===== config.mk =====
export PLATFORM = sky130hd
export DESIGN_NAME = ccff_chain_loader
export DESIGN_NICKNAME = d
export VERILOG_FILES = /design/src/rtl/ccff_chain_loader.sv
export SDC_FILE = /design/constraint.sdc
export NUM_CORES = 1
export LEC_CHECK = 0
export CAP_MARGIN = 20
export CORE_MARGIN = 5
export CORE_UTILIZATION = 45
export CTS_BUF_LIST = sky130_fd_sc_hd__clkbuf_4 sky130_fd_sc_hd__clkbuf_8
export CTS_CLUSTER_SIZE = 14
export DETAILED_ROUTE_END_ITERATION = 10
export GPL_TIMING_DRIVEN = 0
export PLACE_DENSITY = 0.67
export SYNTH_ARGS = -nofsm -noshare
export SYNTH_HDL_FRONTEND = slang
export SYNTH_SLANG_ARGS = --single-unit

===== constraint.sdc =====
create_clock -name prog_clk -period 3 [get_ports prog_clk]
set_input_delay 0.6 -clock prog_clk [delete_from_list [all_inputs] [get_ports prog_clk]]
set_output_delay 0.6 -clock prog_clk [all_outputs]
set_load 0.1 [all_outputs]

===== src/rtl/ccff_chain_loader.sv =====
// Serializes bitstream words onto a CCFF chain and gates it with config_enable.
// Define CCFF_READBACK_VERIFY_EN to add the recirculating CRC readback check.
//
// state  | meaning
// IDLE   | waiting for start; outputs quiet
// LOAD   | accepting words, shifting bits into ccff_head
// VERIFY | recirculating the chain through ccff_tail, accumulating read CRC
// FINISH | one cycle: done pulse, CRC compare
module ccff_chain_loader #(
   parameter int CHAIN_LEN = 256,
   parameter int WORD_W    = 32
) (
   input  logic              prog_clk,
   input  logic              pReset,
   input  logic              start,
   input  logic [WORD_W-1:0] s_data,
   input  logic              s_valid,
   output logic              s_ready,
   output logic              ccff_head,
   input  logic              ccff_tail,
   output logic              config_enable,
   output logic              config_readback,
   output logic              busy,
   output logic              done,
   output logic              error
);

   localparam int NWORDS    = (CHAIN_LEN + WORD_W - 1) / WORD_W;
   localparam int LAST_BITS = CHAIN_LEN - (NWORDS - 1) * WORD_W;
   localparam int BW        = $clog2(CHAIN_LEN + 1);
   localparam int CW        = $clog2(WORD_W + 1);
   localparam int WCW       = $clog2(NWORDS + 1);

   localparam logic [BW-1:0]  LEN_B  = BW'(CHAIN_LEN);
   localparam logic [CW-1:0]  FULL_C = CW'(WORD_W);
   localparam logic [CW-1:0]  LAST_C = CW'(LAST_BITS);
   localparam logic [WCW-1:0] NW_B   = WCW'(NWORDS);

   typedef enum logic [1:0] {IDLE, LOAD, VERIFY, FINISH} state_t;

   state_t            state;
   logic [WORD_W-1:0] hold, sr;
   logic [CW-1:0]     hold_cnt, sr_cnt;
   logic              hold_full;
   logic [WCW-1:0]    words;
   logic [BW-1:0]     bit_cnt;
   logic              head_q;

   logic              shift, sr_drain, accept, from_hold, direct, to_hold;
   logic              hold_full_n, ready_n;
   logic [WCW-1:0]    words_n;
   logic [BW-1:0]     bit_cnt_n;
   logic [CW-1:0]     accept_len;

   // The shift reg is refilled on the same edge its last bit goes out.
   assign shift       = (sr_cnt != '0);
   assign sr_drain    = (sr_cnt <= CW'(1));
   assign accept      = s_valid && s_ready;
   assign from_hold   = sr_drain && hold_full;
   assign direct      = sr_drain && !hold_full && accept;
   assign to_hold     = accept && !direct;
   assign hold_full_n = (hold_full && !sr_drain) || to_hold;
   assign words_n     = words + WCW'(accept);
   assign ready_n     = !hold_full_n && (words_n != NW_B);
   assign bit_cnt_n   = bit_cnt + BW'(shift);
   assign accept_len  = (words == NW_B - WCW'(1)) ? LAST_C : FULL_C;

`ifdef CCFF_READBACK_VERIFY_EN
   logic [15:0] crc_wr, crc_rd;
   logic        rb_q, err_q;

   function automatic logic [15:0] crc_next(input logic [15:0] c, input logic b);
      logic fb;
      fb = c[15] ^ b;
      return {c[14:0], 1'b0} ^ (fb ? 16'h1021 : 16'h0000);
   endfunction

   assign config_readback = rb_q;
   assign error           = err_q;
   assign ccff_head       = rb_q ? ccff_tail : head_q;
`else
   logic unused_tail;
   assign unused_tail     = ccff_tail;
   assign config_readback = 1'b0;
   assign error           = 1'b0;
   assign ccff_head       = head_q;
`endif

   always_ff @(posedge prog_clk or posedge pReset) begin
      if (pReset) begin
         state         <= IDLE;
         hold          <= '0;
         sr            <= '0;
         hold_cnt      <= '0;
         sr_cnt        <= '0;
         hold_full     <= 1'b0;
         words         <= '0;
         bit_cnt       <= '0;
         head_q        <= 1'b0;
         s_ready       <= 1'b0;
         config_enable <= 1'b0;
         busy          <= 1'b0;
         done          <= 1'b0;
`ifdef CCFF_READBACK_VERIFY_EN
         crc_wr        <= 16'hFFFF;
         crc_rd        <= 16'hFFFF;
         rb_q          <= 1'b0;
         err_q         <= 1'b0;
`endif
      end else begin
         case (state)
            IDLE: begin
               done          <= 1'b0;
               busy          <= 1'b0;
               s_ready       <= 1'b0;
               config_enable <= 1'b0;
               head_q        <= 1'b0;
               if (start) begin
                  state     <= LOAD;
                  busy      <= 1'b1;
                  s_ready   <= 1'b1;
                  bit_cnt   <= '0;
                  words     <= '0;
                  hold_full <= 1'b0;
                  sr_cnt    <= '0;
`ifdef CCFF_READBACK_VERIFY_EN
                  crc_wr    <= 16'hFFFF;
                  crc_rd    <= 16'hFFFF;
                  err_q     <= 1'b0;
`endif
               end
            end
            LOAD: begin
               head_q        <= shift ? sr[0] : 1'b0;
               config_enable <= shift;
`ifdef CCFF_READBACK_VERIFY_EN
               if (shift) crc_wr <= crc_next(crc_wr, sr[0]);
`endif
               if (from_hold) begin
                  sr     <= hold;
                  sr_cnt <= hold_cnt;
               end else if (direct) begin
                  sr     <= s_data;
                  sr_cnt <= accept_len;
               end else if (shift) begin
                  sr     <= {1'b0, sr[WORD_W-1:1]};
                  sr_cnt <= sr_cnt - CW'(1);
               end
               if (to_hold) begin
                  hold     <= s_data;
                  hold_cnt <= accept_len;
               end
               hold_full <= hold_full_n;
               words     <= words_n;
               s_ready   <= ready_n;
               bit_cnt   <= bit_cnt_n;
               if (bit_cnt_n == LEN_B) begin
                  s_ready <= 1'b0;
`ifdef CCFF_READBACK_VERIFY_EN
                  state   <= VERIFY;
                  bit_cnt <= '0;
`else
                  state   <= FINISH;
`endif
               end
            end
            VERIFY: begin
`ifdef CCFF_READBACK_VERIFY_EN
               if (rb_q) crc_rd <= crc_next(crc_rd, ccff_tail);
               rb_q          <= 1'b1;
               config_enable <= 1'b1;
               head_q        <= 1'b0;
               bit_cnt       <= bit_cnt_n + BW'(1);
               if (bit_cnt == LEN_B - BW'(1)) state <= FINISH;
`else
               state <= FINISH;
`endif
            end
            FINISH: begin
`ifdef CCFF_READBACK_VERIFY_EN
               // Last recirculated bit is still on ccff_tail this cycle.
               err_q <= (crc_next(crc_rd, ccff_tail) != crc_wr);
               rb_q  <= 1'b0;
`endif
               config_enable <= 1'b0;
               head_q        <= 1'b0;
               done          <= 1'b1;
               state         <= IDLE;
            end
            default: state <= IDLE;
         endcase
      end
   end

endmodule


==> metrics.md, run 1 <==
| Metric | Value |
|---|---|
| Run status | finished, final reports clean |
| Detail-routed via count per cell | 5.82 |
| Arrival time at the worst endpoint | 3040 ps |
| Instance count of the mapped netlist | 485 |
| Horiz. Die Dim | 113 um |
| Placer's final routability congestion estimate | 0.778 |
| Biggest fanout along the worst timing path | 8 |
| EDFF count, synth | 0 |
| Cell area reported after detailed placement | 5380 um2 |
| Detail Route Antenna Nets | 0 |
| Number of buffers between clock root and the deepest sink | 2 |
| Type of the worst setup path | register to register |
| Height of the die | 113 um |
| Capturing element type of the critical path | register |
| Worst Hold Class | register to register |
| Antenna violations before repair | 0 |
| Worst vdd rail ir drop | 0.457 mV |
| Number of nets in the layout | 586 |
| Count of unique library cells instantiated by Yosys | 53 |
| Insertion delay to the later sink of the worst-skew pair | 360 ps |
| Via count of the first global-routing pass | 3,868 |
| Remaining global-route overflow | 0 |
| # DRC | 0 |
| Adder and majority cell fraction of the synthesized area | 2.88% |
| Final cell area excluding filler cells | 5590 um2 |
| Overall Global Routing Usage | 17.7% |
| Finish-stage setup viols | 0 |
| Number of H-tree levels | 3 |
| Worst EP required | 3250 ps |
| Buffer cell driving the clock tree root | clkbuf_8 |
| XOR/XNOR share of the synthesized area | 0.550% |
| Reg clk slew, reported paths | 90 ps |
| Antenna cells | 0 |
| Flops & latches, synth | 92 |
| I/O pin total | 44 |
| Max transition margin | 34.9% |
| Total power per unit cell area | 1050 nW/um2 |
| Count of instances resized after the clock tree is built | 0 |
| Top cells by area in the synthesized netlist | dfrtp_1 (48%), mux2_2 (8.0%), nand2_1 (4.8%) |
| Cell leakage power | 2.37 nW |
| Clock tree from TritonCTS | yes |
| Number of buffers added for setup after CTS | 0 |
| Post-synthesis sequential area ratio | 48.2% |
| Number of violations of the max-capacitance limit | 0 |
| Transition time at the pin with the least slew margin | 973 ps |
| Number of I/O port buffers | 40 |
| Leading register cell type out of synthesis | dfrtp_1 |
| Num CTS Buffers | 9 |
| Pre-CTS WS | 77.0 ps |
| Worst setup margin | 211 ps |
| Wire length of the first global-routing pass | 18.8 mm |
| Final Max Tran Viols | 0 |
| Pin count of the biggest net entering global routing | 69 |
| Upper clock frequency limit | 359 MHz |
| Number of detailed-route iterations in the first pass | 7 |
| Worst hold slack | 452 ps |
| Initial Util | 46.3% |
| Clock sink count | 92 |
| Total wire length after detailed routing | 10.9 mm |
| Share of Yosys cell area claimed by the top area cell type | 48.2% |
| Hpwl dp | 7.58 mm |
| Mux contribution to synthesized area | 8.87% |
| Number of hold buffers added after CTS | 0 |
| Unrepaired setup endpoints after global routing | no |
| Area share of and/or/nand/nor cells after synthesis | 12.9% |
| Area growth from synthesis to final layout | 16.9% |
| Largest area contributor in the netlist | dfrtp_1 |
| Yosys warns | 0 |
| Post-route clock period utilization | 93.0% |
| Count of standard-cell rows | 37 |
| Min cycle time layout | 2790 ps |
| Final hold viol count | 0 |
| Compound-gate portion of the synthesized area | 21.9% |
| Main combinational cell family by area after synthesis | compound AO/OA/AOI/OAI gates |
| Syn avg cell area | 9.85 um2 |
| Drt wl/cell | 16.1 um |
| Starting DRT DRC Count | 344 |
| Post-Syn Area | 4780 um2 |
| Worst Setup Start Kind | register |
| Share of post-route cells with drive strength above 1 | 13.4% |
| Core Region | 10,300 um2 |
| Async set or reset register ratio after synthesis | 100% |
| Fillers | 936 |
| Final Skew | 8.41 ps |
| Total via count in the routed design | 3,955 |
| Area enclosed by the die boundary | 12,800 um2 |
-- worst paths after layout --
path | from | end | slack (ps) | depth (start not counted)
min reg2reg | hold_cnt[5] | hold_cnt[5] | 450 | 2
min | hold_cnt[5] | hold_cnt[5] | 450 | 2
min in group asynchronous | pReset | hold[6] | 560 | 2
max reg2reg | sr_cnt[0] | state[0] | 210 | 9
max in group asynchronous | pReset | sr[14] | 1800 | 3
max | sr_cnt[0] | state[0] | 210 | 9
-- kinds of logic after synthesis --
group,count (synthesis)
buffers and inverters,51
XOR/XNOR,3
multiplexers,38
AO/OA/AOI/OAI,154
adder cells (fa/ha/maj),11
flip-flops,92
other,1
AND/OR/NAND/NOR,135
-- registers in the layout, indices dropped and copies added (netlist names) --
register       count
hold              32
sr                32
hold_full          1
bit_cnt            9
busy               1
sr_cnt             6
config_enable      1
words              4
state              2
hold_cnt           1
ccff_head          1
s_ready            1
done               1
-- layer usage --
metal,part of all wire (%),wire length (um),track usage (%),vias to the layer above
met4,1.6,176,5.29,0
met3,4.7,513,3.21,16
met5,0,0,0,-
li1,-,-,-,1886
met2,48,5300,29.6,113
met1,45,4950,23.6,1940
-- layout make-up --
class                   count  area (um2)  share of cell area, %
flip-flops and latches     92        2300                   41.2
repair buffers             41         428                   7.66
multi-input cells         343        2260                   40.5
well taps                 136         170                   3.05
plain buffers              33         155                   2.78
inverters                  18        70.1                   1.25
clock buffers              12         165                   2.96
clock inverters             4        30.0                  0.538
-- where the power goes --
part           leakage [nW]  switching (W)  internal (W)
clock                0.0990       0.000446      0.000373
sequential             1.17       0.000293       0.00172
combinational          1.11        0.00181       0.00120
total                  2.37        0.00255       0.00330
-- layout by cell type, fill, tap and decap left out, drive strengths merged, types with 3 or more instances in the layout --
| cell type | instances |
|---|---|
| a21oi | 15 |
| a22o | 9 |
| a22oi | 5 |
| a31oi | 6 |
| and3 | 3 |
| buf | 16 |
| clkbuf | 30 |
| clkdlybuf4s50 | 40 |
| dfrtp | 92 |
| ha | 11 |
| inv | 19 |
| mux2 | 35 |
| mux2i | 3 |
| nand2 | 61 |
| nand3 | 9 |
| nand4 | 3 |
| nor2 | 32 |
| nor3 | 11 |
| o211ai | 3 |
| o21ai | 36 |
| o21bai | 3 |
| o22a | 18 |
| o22ai | 26 |
| o31ai | 24 |
| or4 | 3 |
-- worst max-delay path, stage by stage (launching register included) --
cell and delay [ps]:
dfrtp_1 430, inv_1 110, ha_1 320, nand2_1 200
ha_1 300, or3_1 320, a21oi_1 160, o21bai_1 150
or4_1 560, o311a_1 140
-- Yosys cell counts (4+ instances only) --
cell and number:
o22ai_1 26, a22o_1 9, o22a_1 18, ha_1 11, clkbuf_1 18, a31oi_1 6
inv_1 17, dfrtp_1 92, a21oi_1 15, nor2_1 32, nand2_1 61, buf_2 7
o31ai_1 24, o21ai_0 35, buf_1 4, mux2_2 34, a22oi_1 5, nor3_1 10
nand3_1 8
-- metrics by stage --
stage                     std cells  power (W)  setup TNS [ps]  utilization, %
after floorplan                 486    0.00428               0               -
after global placement          662    0.00492         -142160            51.9
after detailed placement        663    0.00503               0            52.2
after CTS                       679    0.00586               0            54.0
after global routing            679    0.00630               0            54.1
final                           679    0.00584               0            54.1
Note: power is estimated with default switching activity, not from simulation.
==> run 2: changes to the inputs <==
--- a/config.mk
+++ b/config.mk
@@ -13,6 +13,7 @@
 export DETAILED_ROUTE_END_ITERATION = 10
 export GPL_TIMING_DRIVEN = 0
 export PLACE_DENSITY = 0.67
+export RECOVER_POWER = 100
 export SYNTH_ARGS = -nofsm -noshare
 export SYNTH_HDL_FRONTEND = slang
 export SYNTH_SLANG_ARGS = --single-unit
==> constraint.sdc (replaced) <==
create_clock -name prog_clk -period 3 [get_ports prog_clk]
set_input_delay 0.9 -clock prog_clk [delete_from_list [all_inputs] [get_ports prog_clk]]
set_output_delay 0.9 -clock prog_clk [all_outputs]
set_load 0.1 [all_outputs]
==> metrics.md, run 2 (synthesized netlist as in run 1, its figures left out) <==
| Metric | Value |
|---|---|
| Final Skew | 12.1 ps |
| Number of buffers added for setup after CTS | 0 |
| Final Max Tran Viols | 0 |
| Number of placed cells counting well taps | 664 |
| Detail Route Antenna Nets | 0 |
| Via count of the first global-routing pass | 3,955 |
| Overall Global Routing Usage | 18.0% |
| Clock tree from TritonCTS | yes |
| Cells along the critical path | clkdlybuf4s50_1 |
| Drt wl/cell | 16.4 um |
| Finished Layout Cells | 679 |
| Finish-stage setup viols | 0 |
| Registers with the most flip-flops | hold x32, sr x32, bit_cnt x9 |
| Arrival time at the worst endpoint | 1900 ps |
| Pin count of the biggest net entering global routing | 39 |
| Wire length of the first global-routing pass | 18.9 mm |
| Num CTS Buffers | 9 |
| Max transition margin | 34.6% |
| Leading cell type in the layout, fill and taps excluded | dfrtp_1 |
| Max stage delay on crit path | 1150 ps |
| Top delay family on crit path | buffers and inverters |
| Cell leakage power | 2.37 nW |
| Clock sink count | 92 |
| Number of detailed-route iterations in the first pass | 5 |
| Buffer and inverter count on the worst path | 1 |
| Core Region | 10,300 um2 |
| Worst Setup Start Kind | register |
| Total power per unit cell area | 1060 nW/um2 |
| Worst EP required | 2100 ps |
| I/O pin total | 44 |
| Area growth from synthesis to final layout | 17.1% |
| Storage element area | 2300 um2 |
| Number of I/O port buffers | 40 |
| Horiz. Die Dim | 113 um |
| Number of buffers between clock root and the deepest sink | 2 |
| Detail-routed via count per cell | 5.81 |
| Number of violations of the max-capacitance limit | 0 |
| Final standard cell utilization of the core | 54.2% |
| Total wire length after detailed routing | 11.1 mm |
| Reg clk slew, reported paths | 90 ps |
| Post-route clock period utilization | 93.4% |
| Share of post-route cells with drive strength above 1 | 13.6% |
| # DRC | 0 |
| Final hold viol count | 0 |
| Final cell area excluding filler cells | 5600 um2 |
| Worst Hold Class | register to register |
| Antenna violations before repair | 0 |
| Insertion delay to the later sink of the worst-skew pair | 360 ps |
| Buffer cell driving the clock tree root | clkbuf_8 |
| Hpwl dp | 7.73 mm |
| Placer's final routability congestion estimate | 0.794 |
| Worst vdd rail ir drop | 0.448 mV |
| Starting DRT DRC Count | 242 |
| Capturing element type of the critical path | output pin |
| Run status | finished, final reports clean |
| Type of the worst setup path | register to output pin |
| Total via count in the routed design | 3,947 |
| Number of nets in the layout | 586 |
| Fillers | 932 |
| Transition time at the pin with the least slew margin | 976 ps |
| Min cycle time layout | 2800 ps |
| Remaining global-route overflow | 0 |
| Leading cell types in the layout, fill and taps excluded | dfrtp_1 (92), nand2_1 (61), clkdlybuf4s50_1 (39) |
| Area of combinational cells with multiple inputs | 2260 um2 |
| Count of standard-cell rows | 37 |
| Upper clock frequency limit | 357 MHz |
| Initial Util | 46.3% |
| Height of the die | 113 um |
| Biggest fanout along the worst timing path | 3 |
| Cell area reported after detailed placement | 5400 um2 |
| Worst-path cell with the longest stage delay | clkdlybuf4s50_1 |
| Number of H-tree levels | 3 |
| Antenna cells | 0 |
| Area enclosed by the die boundary | 12,800 um2 |
## run 2: power breakdown
group,total [W],internal (W),switching [W]
clock network,0.000876,0.000401,0.000476
registers,0.00202,0.00172,0.000300
logic,0.00301,0.00120,0.00181
total,0.00591,0.00332,0.00259
## run 2: final timing paths
kind                             startpoint           to  slack (ps)  depth (start not counted)
worst max-delay path                s_ready      s_ready         200                          1
worst min-delay path            hold_cnt[5]  hold_cnt[5]         460                          2
worst max register to register    sr_cnt[2]     state[0]         250                          8
worst min register to register  hold_cnt[5]  hold_cnt[5]         460                          2
max in group asynchronous            pReset       sr[16]         930                          4
min in group asynchronous            pReset   bit_cnt[2]        1150                          2
## run 2: timing repair
action	4_1_cts	5_1_grt
hold buffers	0	0
gates resized for setup	0	1
endpoints found under the setup margin	0	3
## run 2: area by class of cell
type	instances	share of cell area, %
clock inverter	6	1.25
timing repair buffer	42	7.87
multi-input combinational	343	40.4
tap	136	3.04
sequential	92	41.1
clock buffer	10	2.35
buffer	32	2.70
inverter	18	1.23
## run 2: stage by stage
stage               total power [W]  setup slack (ps)  setup TNS (ps)  hold WS, ps
CTS                         0.00593               143               0          460
finish                      0.00591               197               0          458
global route                0.00635             -11.1           -11.1          508
floorplan                   0.00428               399               0          415
detailed placement          0.00504              -197            -197          439
global placement            0.00492              -185           -1100          426
## run 2: per-layer routing
| layer | vias up | track usage, % | wire length, um |
|---|---|---|---|
| met5 | - | 0 | 0 |
| met3 | 20 | 3.90 | 496 |
| met1 | 1938 | 23.0 | 5020 |
| met2 | 108 | 30.7 | 5420 |
| met4 | 0 | 5.21 | 176 |
| li1 | 1881 | - | - |
